==> config.mk <==
export PLATFORM = sky130hd
export DESIGN_NAME = alu_sequencer
export DESIGN_NICKNAME = d
export VERILOG_FILES = /design/src/rtl/alu_sequencer.sv
export SDC_FILE = /design/constraint.sdc
export NUM_CORES = 1
export LEC_CHECK = 0
export ABC_CLOCK_PERIOD_IN_PS = 3900
export BUFFER_PORTS_ARGS = -buffer_cell sky130_fd_sc_hd__buf_2
export CORE_AREA = 2 2 117 119
export DETAILED_ROUTE_END_ITERATION = 16
export DIE_AREA = 0 0 119 121
export PLACE_DENSITY = 0.94
export SYNTH_ARGS = -nofsm -noshare
export SYNTH_HDL_FRONTEND = slang
export SYNTH_SLANG_ARGS = --single-unit
==> constraint.sdc <==
create_clock -name clk -period 3.9 [get_ports clk]
set_input_delay 0.78 -clock clk [delete_from_list [all_inputs] [get_ports clk]]
set_output_delay 0.78 -clock clk [all_outputs]
set_load 0.02 [all_outputs]
==> src/rtl/alu_sequencer.sv <==
// Issue-side controller for the KGP-RISC ALU: takes one decoded instruction at a time,
// drives the ALU operands/control (two passes for diff) and returns the result plus carry.
module alu_sequencer #(
   parameter int DATA_W = 32
) (
   input  logic              clk,
   input  logic              rst,
   input  logic              in_valid,
   output logic              in_ready,
   input  logic [3:0]        op,
   input  logic [DATA_W-1:0] rs_val,
   input  logic [DATA_W-1:0] rt_val,
   input  logic [15:0]       imm,
   input  logic [4:0]        shamt,
   output logic [DATA_W-1:0] alu_in1,
   output logic [DATA_W-1:0] alu_in2,
   output logic [4:0]        alu_shamt,
   output logic [3:0]        alu_control,
   input  logic [DATA_W-1:0] alu_out,
   input  logic              alu_flag,
   output logic              res_valid,
   input  logic              res_ready,
   output logic [DATA_W-1:0] result,
   output logic              illegal,
   output logic              carry,
   output logic [1:0]        dbg_state
);

   // Handshakes: a transfer happens on a rising edge where valid and ready are both 1.
   typedef enum logic [1:0] {S_IDLE = 2'd0, S_EXEC1 = 2'd1, S_EXEC2 = 2'd2, S_RESP = 2'd3} state_t;

   localparam logic [3:0] OP_ADD = 4'd0,  OP_COMP  = 4'd1,  OP_AND   = 4'd2,  OP_XOR   = 4'd3;
   localparam logic [3:0] OP_SHLL = 4'd4, OP_SHRL  = 4'd5,  OP_SHRA  = 4'd6,  OP_SHLLV = 4'd7;
   localparam logic [3:0] OP_SHRLV = 4'd8, OP_SHRAV = 4'd9, OP_DIFF  = 4'd10, OP_ADDI  = 4'd11;
   localparam logic [3:0] OP_COMPI = 4'd12;

   state_t              r_state, w_next;
   logic [3:0]          r_op;
   logic [DATA_W-1:0]   r_rs, r_rt, r_tmp, r_result;
   logic [15:0]         r_imm;
   logic [4:0]          r_shamt;
   logic                r_illegal, r_carry;
   logic                w_accept, w_in_legal;
   logic [DATA_W-1:0]   w_sext;

   assign w_accept   = (r_state == S_IDLE) && in_valid;
   assign w_in_legal = (op <= OP_COMPI);
   assign w_sext     = {{(DATA_W-16){r_imm[15]}}, r_imm};
   assign result     = r_result;
   assign illegal    = r_illegal;
   assign carry      = r_carry;
   assign dbg_state  = r_state;

   always_ff @(posedge clk or negedge rst) begin
      if (!rst) r_state <= S_IDLE;
      else      r_state <= w_next;
   end

   always_comb begin
      w_next = r_state;
      case (r_state)
         S_IDLE:  if (in_valid) w_next = w_in_legal ? S_EXEC1 : S_RESP;
         S_EXEC1: w_next = (r_op == OP_DIFF) ? S_EXEC2 : S_RESP;
         S_EXEC2: w_next = S_RESP;
         S_RESP:  if (res_ready) w_next = S_IDLE;
         default: w_next = S_IDLE;
      endcase
   end

   always_comb begin
      in_ready    = (r_state == S_IDLE);
      res_valid   = (r_state == S_RESP);
      alu_in1     = '0;
      alu_in2     = '0;
      alu_shamt   = '0;
      alu_control = 4'b0000;
      if (r_state == S_EXEC1) begin
         case (r_op)
            OP_ADD:   begin alu_in1 = r_rs; alu_in2 = r_rt;   alu_control = 4'b0000; end
            OP_COMP:  begin                 alu_in2 = r_rt;   alu_control = 4'b0001; end
            OP_AND:   begin alu_in1 = r_rs; alu_in2 = r_rt;   alu_control = 4'b0010; end
            OP_XOR:   begin alu_in1 = r_rs; alu_in2 = r_rt;   alu_control = 4'b0011; end
            OP_SHLL:  begin alu_in1 = r_rs; alu_shamt = r_shamt; alu_control = 4'b0100; end
            OP_SHRL:  begin alu_in1 = r_rs; alu_shamt = r_shamt; alu_control = 4'b0101; end
            OP_SHRA:  begin alu_in1 = r_rs; alu_shamt = r_shamt; alu_control = 4'b0110; end
            OP_SHLLV: begin alu_in1 = r_rs; alu_in2 = r_rt;   alu_control = 4'b1100; end
            OP_SHRLV: begin alu_in1 = r_rs; alu_in2 = r_rt;   alu_control = 4'b1101; end
            OP_SHRAV: begin alu_in1 = r_rs; alu_in2 = r_rt;   alu_control = 4'b1110; end
            OP_DIFF:  begin                 alu_in2 = r_rt;   alu_control = 4'b0001; end
            OP_ADDI:  begin alu_in1 = r_rs; alu_in2 = w_sext; alu_control = 4'b0000; end
            OP_COMPI: begin                 alu_in2 = w_sext; alu_control = 4'b0001; end
            default:  alu_control = 4'b0000;
         endcase
      end else if (r_state == S_EXEC2) begin
         // Second diff pass: rs plus the negated rt captured in pass one.
         alu_in1 = r_rs;
         alu_in2 = r_tmp;
      end
   end

   always_ff @(posedge clk or negedge rst) begin
      if (!rst) begin
         r_op      <= '0;
         r_rs      <= '0;
         r_rt      <= '0;
         r_imm     <= '0;
         r_shamt   <= '0;
         r_tmp     <= '0;
         r_result  <= '0;
         r_illegal <= 1'b0;
         r_carry   <= 1'b0;
      end else begin
         if (w_accept) begin
            r_op      <= op;
            r_rs      <= rs_val;
            r_rt      <= rt_val;
            r_imm     <= imm;
            r_shamt   <= shamt;
            r_illegal <= !w_in_legal;
            if (!w_in_legal) r_result <= '0;
         end
         if (r_state == S_EXEC1) begin
            r_tmp <= alu_out;
            if (r_op != OP_DIFF) r_result <= alu_out;
            if (r_op == OP_ADD || r_op == OP_ADDI) r_carry <= alu_flag;
         end
         if (r_state == S_EXEC2) begin
            r_result <= alu_out;
            r_carry  <= alu_flag;
         end
      end
   end

endmodule
==> metrics, run 1 <==
status finished clean; Fmax 280 MHz; Synth async-reset ratio 1.00; initial antenna violation count 0; Leak 4.40 nW; layout cells sized above 1 0.538; maximum vdd drop 468 µV; Post-synth EDFFs 0; Critical Path AT 2790 ps; Ant. Diodes 0; root buffer cell clkbuf_16; Max Slew Vio Count 0; Worst R2R Path Depth 6; Max Cap Viol 0; Post-Route WL 17,600 µm; gpl congestion 0.825; Final Setup Violations 0; PwrDens 986 nW/µm²; post_cts resized 0; Hold Fails Final Rpt 0; Ys Warns 0; Setup TNS 0 ps; Worst setup SP type flip-flop; Worst-Margin Slew 1010 ps; number of global-route vias before repair 5,627; largest family of logic cells by synthesized area multiplexers; die area 14,400 µm²; First DRT Iteration DRCs 378; relative slew slack 0.323; Clock Path Buffers 2; # hold bufs at CTS 0; crit path kind reg -> out; Worst Setup End Kind output pin; fin nets 927; first-pass GRT wire length 28,100 µm; I/O Buffers 236; GRT Residual Overflow 0; synthesized area 7010 µm²; worst hold slack 377 ps; Die Span X 119 µm; Final WS setup 327 ps; simple-gate share of the synthesized area 0.117; capturing point of the worst reg2reg path result[23]; cell area after layout 8990 µm²; Clock Skew 4.62 ps; Setup Slack @ Placement 803 ps; filler instances 924; Synth area leader dfrtp_1; post-CTS setup buffers 0; mux cell area share after synthesis 0.194; Total GRT Usage 0.252; syn_area_per_cell 12.3 µm²; clk slew on worst S/H paths 60 ps; adder-cell area share of the yosys netlist 0.00893; Non-Filler Instances 985; hpwl dp 12,300 µm; final worst-path cycle share 0.916; first-pass detailed-route iteration total 5; worst r2r src dbg_state[1]; Initial Util 0.536; Sink Count 157; Avg WL per Cell 17.9 µm; CTS tree done; Area Overhead vs Synth 28.2%; Synthesized Nets 702; worst reg-to-reg setup slack 1310 ps; synth unique cells 36; synth cell count leaders dfrtp_1, mux2_2, nand2_1; area fraction in compound gates after synthesis 0.0846; final core occ 0.687; cts bufs inserted 17; Core Area 13,100 µm²; Synth Instances 571; Vias/cell 5.39; DRT antenna net count 0; H-Tree Depth 4; ranking of synthesized cells by area dfrtp_1, mux2_2, nand2_1; Hold Path Class in -> async; DP Area 8330 µm²; pin count of the biggest net entering global routing 77; total power 8.86 mW; Rows 42; Seq/Total Area, Yosys 0.561; clk_lat worst skew 410 ps; placed cell count 953; Synth top area share 0.561; drt drc 0; vias 5,305; RSZ-0062 raised after global routing false; Data required, critical path 3120 ps; Top Ports 237; top-count cell post-synth dfrtp_1; CP max FO 32; Die Y 121 µm; Synth Flop Type dfrtp_1; Post-Synth XOR/XNOR Area 0.00125; Tmin final 3570 ps; Synth Register Bits 157
cells by family (layout without fill, tap and decap cells):
group,Yosys count,count (layout)
AO/OA/AOI/OAI,82,82
XOR/XNOR,1,1
adder cells (fa/ha/maj),5,5
buffers and inverters,46,284
flip-flops,157,157
multiplexers,121,121
AND/OR/NAND/NOR,159,159
power by group:
group / switching (mW) / total [mW] / internal (mW)
registers: 0.535 / 3.01 / 2.48
clock network: 0.639 / 1.83 / 1.19
logic: 2.31 / 4.02 / 1.71
total: 3.48 / 8.86 / 5.38
cell usage in the layout, fill, tap and decap left out, types with 4 or more instances in the layout:
cell type	n
bufinv_16	5
buf_4	10
nor2b_1	4
a22oi_1	16
inv_1	6
buf_2	235
mux2_2	120
nor2_1	7
dfrtp_1	157
o21ai_0	33
and2_1	6
nor2b_2	30
a221o_1	17
nand2_1	100
ha_1	4
clkbuf_16	17
per-layer routing:
metal / global-route usage / share of wire / up-vias
li1: - / - / 2430
met1: 0.303 / 0.40 / 2595
met2: 0.434 / 0.51 / 237
met3: 0.0644 / 0.070 / 43
met4: 0.106 / 0.026 / 0
met5: 0 / 0 / -
sequential cells by signal (all words and copies together), names as in the netlist:
signal,count
result,32
r_rt,32
r_tmp,32
carry,1
r_op,4
r_shamt,5
dbg_state,2
illegal,1
r_imm,16
r_rs,32
area by class of cell:
cell class,instances,area (µm²),area share
Sequential cell,157,3930,0.437
Multi-Input combinational cell,368,2890,0.322
Timing Repair Buffer,246,1260,0.140
Clock buffer,22,474,0.0528
Tap cell,176,220,0.0245
Clock inverter,10,184,0.0205
Inverter,6,22.5,0.00251
worst max path at each step:
stage	depth (start not counted)	slack, ps	from	end
floorplan	7	1190	dbg_state[1]	alu_in2[16]
detailed placement	7	800	dbg_state[1]	alu_in2[24]
global placement	7	910	dbg_state[1]	alu_in2[31]
finish	8	330	dbg_state[1]	alu_in2[7]
CTS	7	310	dbg_state[1]	alu_in2[20]
global route	8	130	dbg_state[1]	alu_in2[13]
critical path, cell delays in order, from the launching register on:
cell	delay (ps)
dfrtp_1	440
inv_1	140
ha_2	490
inv_1	260
a211oi_4	210
buf_4	420
a22oi_1	140
nand2_1	110
buf_2	160
(Power assumes the default switching activity.)
==> run 2, diff against run 1 <==
Settings changed: CORE_AREA 2 2 117 119 to 2 2 90 156, DIE_AREA 0 0 119 121 to 0 0 92 158, PLACE_DENSITY 0.94 to 0.93.
==> run 2 against run 1 <==
  * Utilization decreased by 2.0 points
  * Worst hold slack improved by 3.8 ps
  * Sequential share of layout area increased by 0.51 points
  * Clock power decreased by 15%
  * Non-clock buffer count decreased by 2
  * Flip-flop and latch count unchanged
  * Largest cell class unchanged
==> metrics, run 2 (synthesis results as in run 1) <==
hpwl dp 13,100 µm (+6.6%); clk_lat worst skew 420 ps (about the same); First DRT Iteration DRCs 255 (-33%); DRT antenna net count 0 (unchanged); Setup Slack @ Placement 670 ps (-133 ps); Worst-Margin Slew 976 ps (-39.2 ps); Clock Path Buffers 2 (unchanged); Post-Route WL 17,700 µm (+0.64%); fin nets 925 (-0.22%); final worst-path cycle share 0.951 (+0.0346); # hold bufs at CTS 0 (unchanged); first-pass GRT wire length 27,700 µm (-1.3%); relative slew slack 0.349 (+0.0261); pin count of the biggest net entering global routing 81 (+5.2%); gpl congestion 0.856 (+3.8%); GRT Residual Overflow 0 (unchanged); Leak 4.33 nW (-1.4%); crit path kind reg -> out; commonest non-fill, non-tap cell in the layout buf_2; Worst Setup End Kind output pin; die area 14,500 µm² (+0.95%); RSZ-0062 raised after global routing false; part of the power in registers 0.349 (+0.009); Die Span X 92 µm (-23%); Max Cap Viol 0 (unchanged); Area Overhead vs Synth 26.7%; maximum vdd drop 630 µV (+34%); Critical Path AT 2930 ps (+140 ps); Core Area 13,300 µm² (+1.7%); worst hold slack 380 ps (+3.77 ps); CTS tree done; Hold Path Class in -> async; Final Setup Violations 0 (unchanged); I/O Buffers 236 (unchanged); first-pass detailed-route iteration total 5 (unchanged); Clock Power Share 0.182 (-0.024); crit-path cells or3b_1, a21oi_4, and2_1, a221o_1, buf_2; Ant. Diodes 0 (unchanged); capturing point of the worst reg2reg path result[5]; worst reg-to-reg setup slack 1090 ps (-220 ps); post-CTS setup buffers 0 (unchanged); Initial Util 0.527 (-0.00916); Die Y 158 µm (+31%); Final WS setup 192 ps (-135 ps); Top Ports 237 (unchanged); Worst setup SP type flip-flop; filler instances 1,030 (+11%); Setup TNS 0 ps (unchanged); CP max FO 17 (-47%); Fmax 270 MHz (-3.6%); number of global-route vias before repair 5,691 (+1.1%); PwrDens 965 nW/µm² (-2.1%); clk slew on worst S/H paths 70 ps (about the same); Hold Fails Final Rpt 0 (unchanged); Clock Skew 11.6 ps (+6.96 ps); vias 5,332 (+0.51%); Total GRT Usage 0.247 (-0.00539); cts bufs inserted 17 (unchanged); status finished clean; layout cells sized above 1 0.538 (about the same); initial antenna violation count 0 (unchanged); post_cts resized 0 (unchanged); Vias/cell 5.44 (+0.92%); Data required, critical path 3120 ps (about the same); Rows 56 (+33%); switching share of power 0.414 (+0.0206); worst r2r src dbg_state[1]; Pint 5.03 mW (-6.5%); H-Tree Depth 4 (unchanged); CP peak stage delay 660 ps (+170 ps); slowest library cell on the worst path and2_1; Max Slew Vio Count 0 (unchanged); sw power 3.55 mW (+1.8%); Tmin final 3710 ps (+135 ps); Gate power share 0.470 (+0.016); root buffer cell clkbuf_16; Avg WL per Cell 18.1 µm (+1.0%); drt drc 0 (unchanged); Sink Count 157 (unchanged); Worst R2R Path Depth 7 (+1); most frequent cells in the layout buf_2, dfrtp_1, mux2_2
run 2: how the worst max path moves through the flow:
stage	slack (ps)	end	cells after the start	from
floorplan	1190	alu_in2[16]	7	dbg_state[1]
global placement	790	alu_in2[7]	9	dbg_state[1]
detailed placement	670	alu_in2[17]	5	r_op[2]
CTS	220	alu_in2[17]	5	r_op[2]
global route	60	alu_in2[19]	5	r_op[2]
finish	190	alu_in2[17]	5	r_op[2]
run 2: stage by stage:
step	utilization	cells	instance area (µm²)	power, mW
after global routing	0.667	981	8880	9.11
after global placement	0.625	949	8320	6.87
after detailed placement	0.625	949	8320	7.06
final	0.667	981	8880	8.58
after CTS	0.667	981	8880	8.64
after floorplan	-	571	7010	5.82
run 2: area by class of cell:
type	instances	area, µm²	area share
Clock inverter	14	130	0.0146
Multi-Input combinational cell	368	2890	0.326
Inverter	6	22.5	0.00254
Timing Repair Buffer	244	1260	0.142
Clock buffer	18	429	0.0483
Tap cell	174	218	0.0245
Sequential cell	157	3930	0.442
run 2: power by group through the flow:
stage,registers (mW),logic [mW],clock network [mW]
finish,2.99,4.03,1.56
global route,3.09,4.36,1.66
CTS,2.98,4.07,1.59
detailed placement,3.00,4.06,0
global placement,2.95,3.92,0
floorplan,3.04,2.78,0
run 2: per-layer routing:
| metal | track usage | part of all wire | vias up |
|---|---|---|---|
| li1 | - | - | 2438 |
| met1 | 0.255 | 0.35 | 2625 |
| met2 | 0.463 | 0.56 | 220 |
| met3 | 0.0485 | 0.051 | 49 |
| met4 | 0.137 | 0.038 | 0 |
| met5 | 0 | 0 | - |
run 2: worst max-delay path: cells and delay by family (launching register included):
family,cells,cell delay [ps]
buf+inv,1,170
compound gates,2,680
simple gates,2,1100
flops,1,550
==> run 3, diff against run 2 <==
Settings changed: CORE_AREA 2 2 90 156 to 2 2 98 171, DIE_AREA 0 0 92 158 to 0 0 100 173, PLACE_DENSITY 0.93 to 0.81.
==> run 3 against run 2 <==
  * Wire length up 0.77%
  * Critical path depth up 3
  * Worst setup slack better by 170 ps
  * Flip-flop and latch count unchanged
  * First-iteration DRC count down 41%
  * Clock power up 8%
  * Die area up 19%
  * Non-clock buffer count up 2
  * Largest power group unchanged
==> metrics, run 3 (synthesis results as in run 1) <==
status finished clean; Worst-Margin Slew 1010 ps (+35.2 ps); drt drc 0 (unchanged); clk_lat worst skew 420 ps (about the same); Worst Setup End Kind output pin; Worst Path Buf+Inv 4 (+3); die area 17,300 µm² (+19%); Setup TNS 0 ps (unchanged); Top Ports 237 (unchanged); Sink Count 157 (unchanged); Clock Skew 12.7 ps (+1.14 ps); CP peak stage delay 440 ps (-220 ps); Hold Fails Final Rpt 0 (unchanged); vias 5,200 (-2.5%); Max Slew Vio Count 0 (unchanged); hpwl dp 12,800 µm (-2.0%); commonest non-fill, non-tap cell in the layout buf_2; gpl congestion 0.864 (+0.85%); first-pass GRT wire length 28,200 µm (+1.8%); Die Y 173 µm (+9.5%); I/O Buffers 236 (unchanged); Final WS setup 365 ps (+173 ps); final worst-path cycle share 0.906 (-0.0443); Core Area 15,900 µm² (+19%); Area Overhead vs Synth 27.8%; Post-Route WL 17,800 µm (+0.77%); delay-heaviest family, CP buffers and inverters; pin count of the biggest net entering global routing 67 (-17%); layout cells sized above 1 0.539 (+0.00114); Top cell by count, worst path inv_1; Rows 61 (+8.9%); Worst setup SP type flip-flop; PwrDens 969 nW/µm² (+0.32%); CTS tree done; GRT Residual Overflow 0 (unchanged); Fmax 283 MHz (+4.9%); slowest library cell on the worst path dfrtp_1; First DRT Iteration DRCs 150 (-41%); first-pass detailed-route iteration total 4 (-1); # hold bufs at CTS 0 (unchanged); Avg WL per Cell 17.8 µm (-1.3%); number of global-route vias before repair 5,464 (-4.0%); Clock Path Buffers 2 (unchanged); H-Tree Depth 4 (unchanged); RSZ-0062 raised after global routing false; crit path kind reg -> out; crit-path cells inv_1, ha_2, inv_1, a211oi_4, buf_4, a22oi_1, nand2_1, buf_2; Max Cap Viol 0 (unchanged); root buffer cell clkbuf_16; post-CTS setup buffers 0 (unchanged); Initial Util 0.442 (-0.0850); Setup Slack @ Placement 777 ps (+107 ps); cts bufs inserted 17 (unchanged); initial antenna violation count 4 (+4); Leak 4.37 nW (+0.78%); Final Setup Violations 0 (unchanged); Total GRT Usage 0.210 (-0.0373); relative slew slack 0.326 (-0.0232); Tmin final 3540 ps (-173 ps); clk slew on worst S/H paths 70 ps (about the same); DRT antenna net count 0 (unchanged); CP max FO 32 (+15); most frequent cells in the layout buf_2, dfrtp_1, mux2_2; Hold Path Class in -> async; Data required, critical path 3120 ps (about the same); Critical Path AT 2760 ps (-170 ps); maximum vdd drop 441 µV (-30%); post_cts resized 0 (unchanged); fin nets 927 (+0.22%); Vias/cell 5.19 (-4.5%); Die Span X 100 µm (+8.7%)
run 3: cell count changes in the layout (fill, tap and decap cells not counted):
cell and delta:
clkinvlp_4 -2, diode_2 +4, clkinv_8 -1, buf_4 +2, clkbuf_8 +1, inv_6 +3, bufinv_16 +2, inv_8 -3
run 3: through the flow:
step / area [µm²] / hold slack (ps) / cells / utilization / power [mW]
final: 8960 / 353 / 1002 / 0.564 / 8.68
after global routing: 8960 / 394 / 1002 / 0.564 / 9.24
after CTS: 8950 / 377 / 998 / 0.564 / 8.75
after detailed placement: 8360 / 479 / 966 / 0.526 / 7.05
after global placement: 8360 / 470 / 966 / 0.526 / 6.91
after floorplan: 7010 / 472 / 571 / - / 5.82
run 3: final timing paths:
path / start / endpoint / slack, ps / cells after the start
worst max-delay path: dbg_state[1] / alu_in2[2] / 360 / 8
worst min-delay path: rst / r_rs[27] / 350 / 1
worst max register to register: dbg_state[0] / r_rt[24] / 1350 / 5
worst min register to register: illegal / illegal / 490 / 2
max in group asynchronous: rst / result[14] / 2700 / 2
min in group clk: illegal / illegal / 490 / 2
run 3: cell type report:
class | count | area (µm²)
Fill cell | 1378 | 6910
Sequential cell | 157 | 3930
Multi-Input combinational cell | 368 | 2890
Timing Repair Buffer | 246 | 1270
Clock buffer | 19 | 443
Tap cell | 189 | 236
Clock inverter | 13 | 151
Inverter | 6 | 22.5
Antenna cell | 4 | 10.0
run 3: layer usage:
layer,up-vias,track usage,wire length (µm)
li1,2433,-,-
met2,172,0.378,9740
met3,34,0.0368,748
met4,0,0.105,646
met5,-,0,0
met1,2561,0.232,6720
run 3: report_power, final:
part           total, mW  switching, mW  internal, mW
logic               4.03           2.31          1.72
clock network       1.68          0.709         0.976
registers           2.97          0.495          2.47
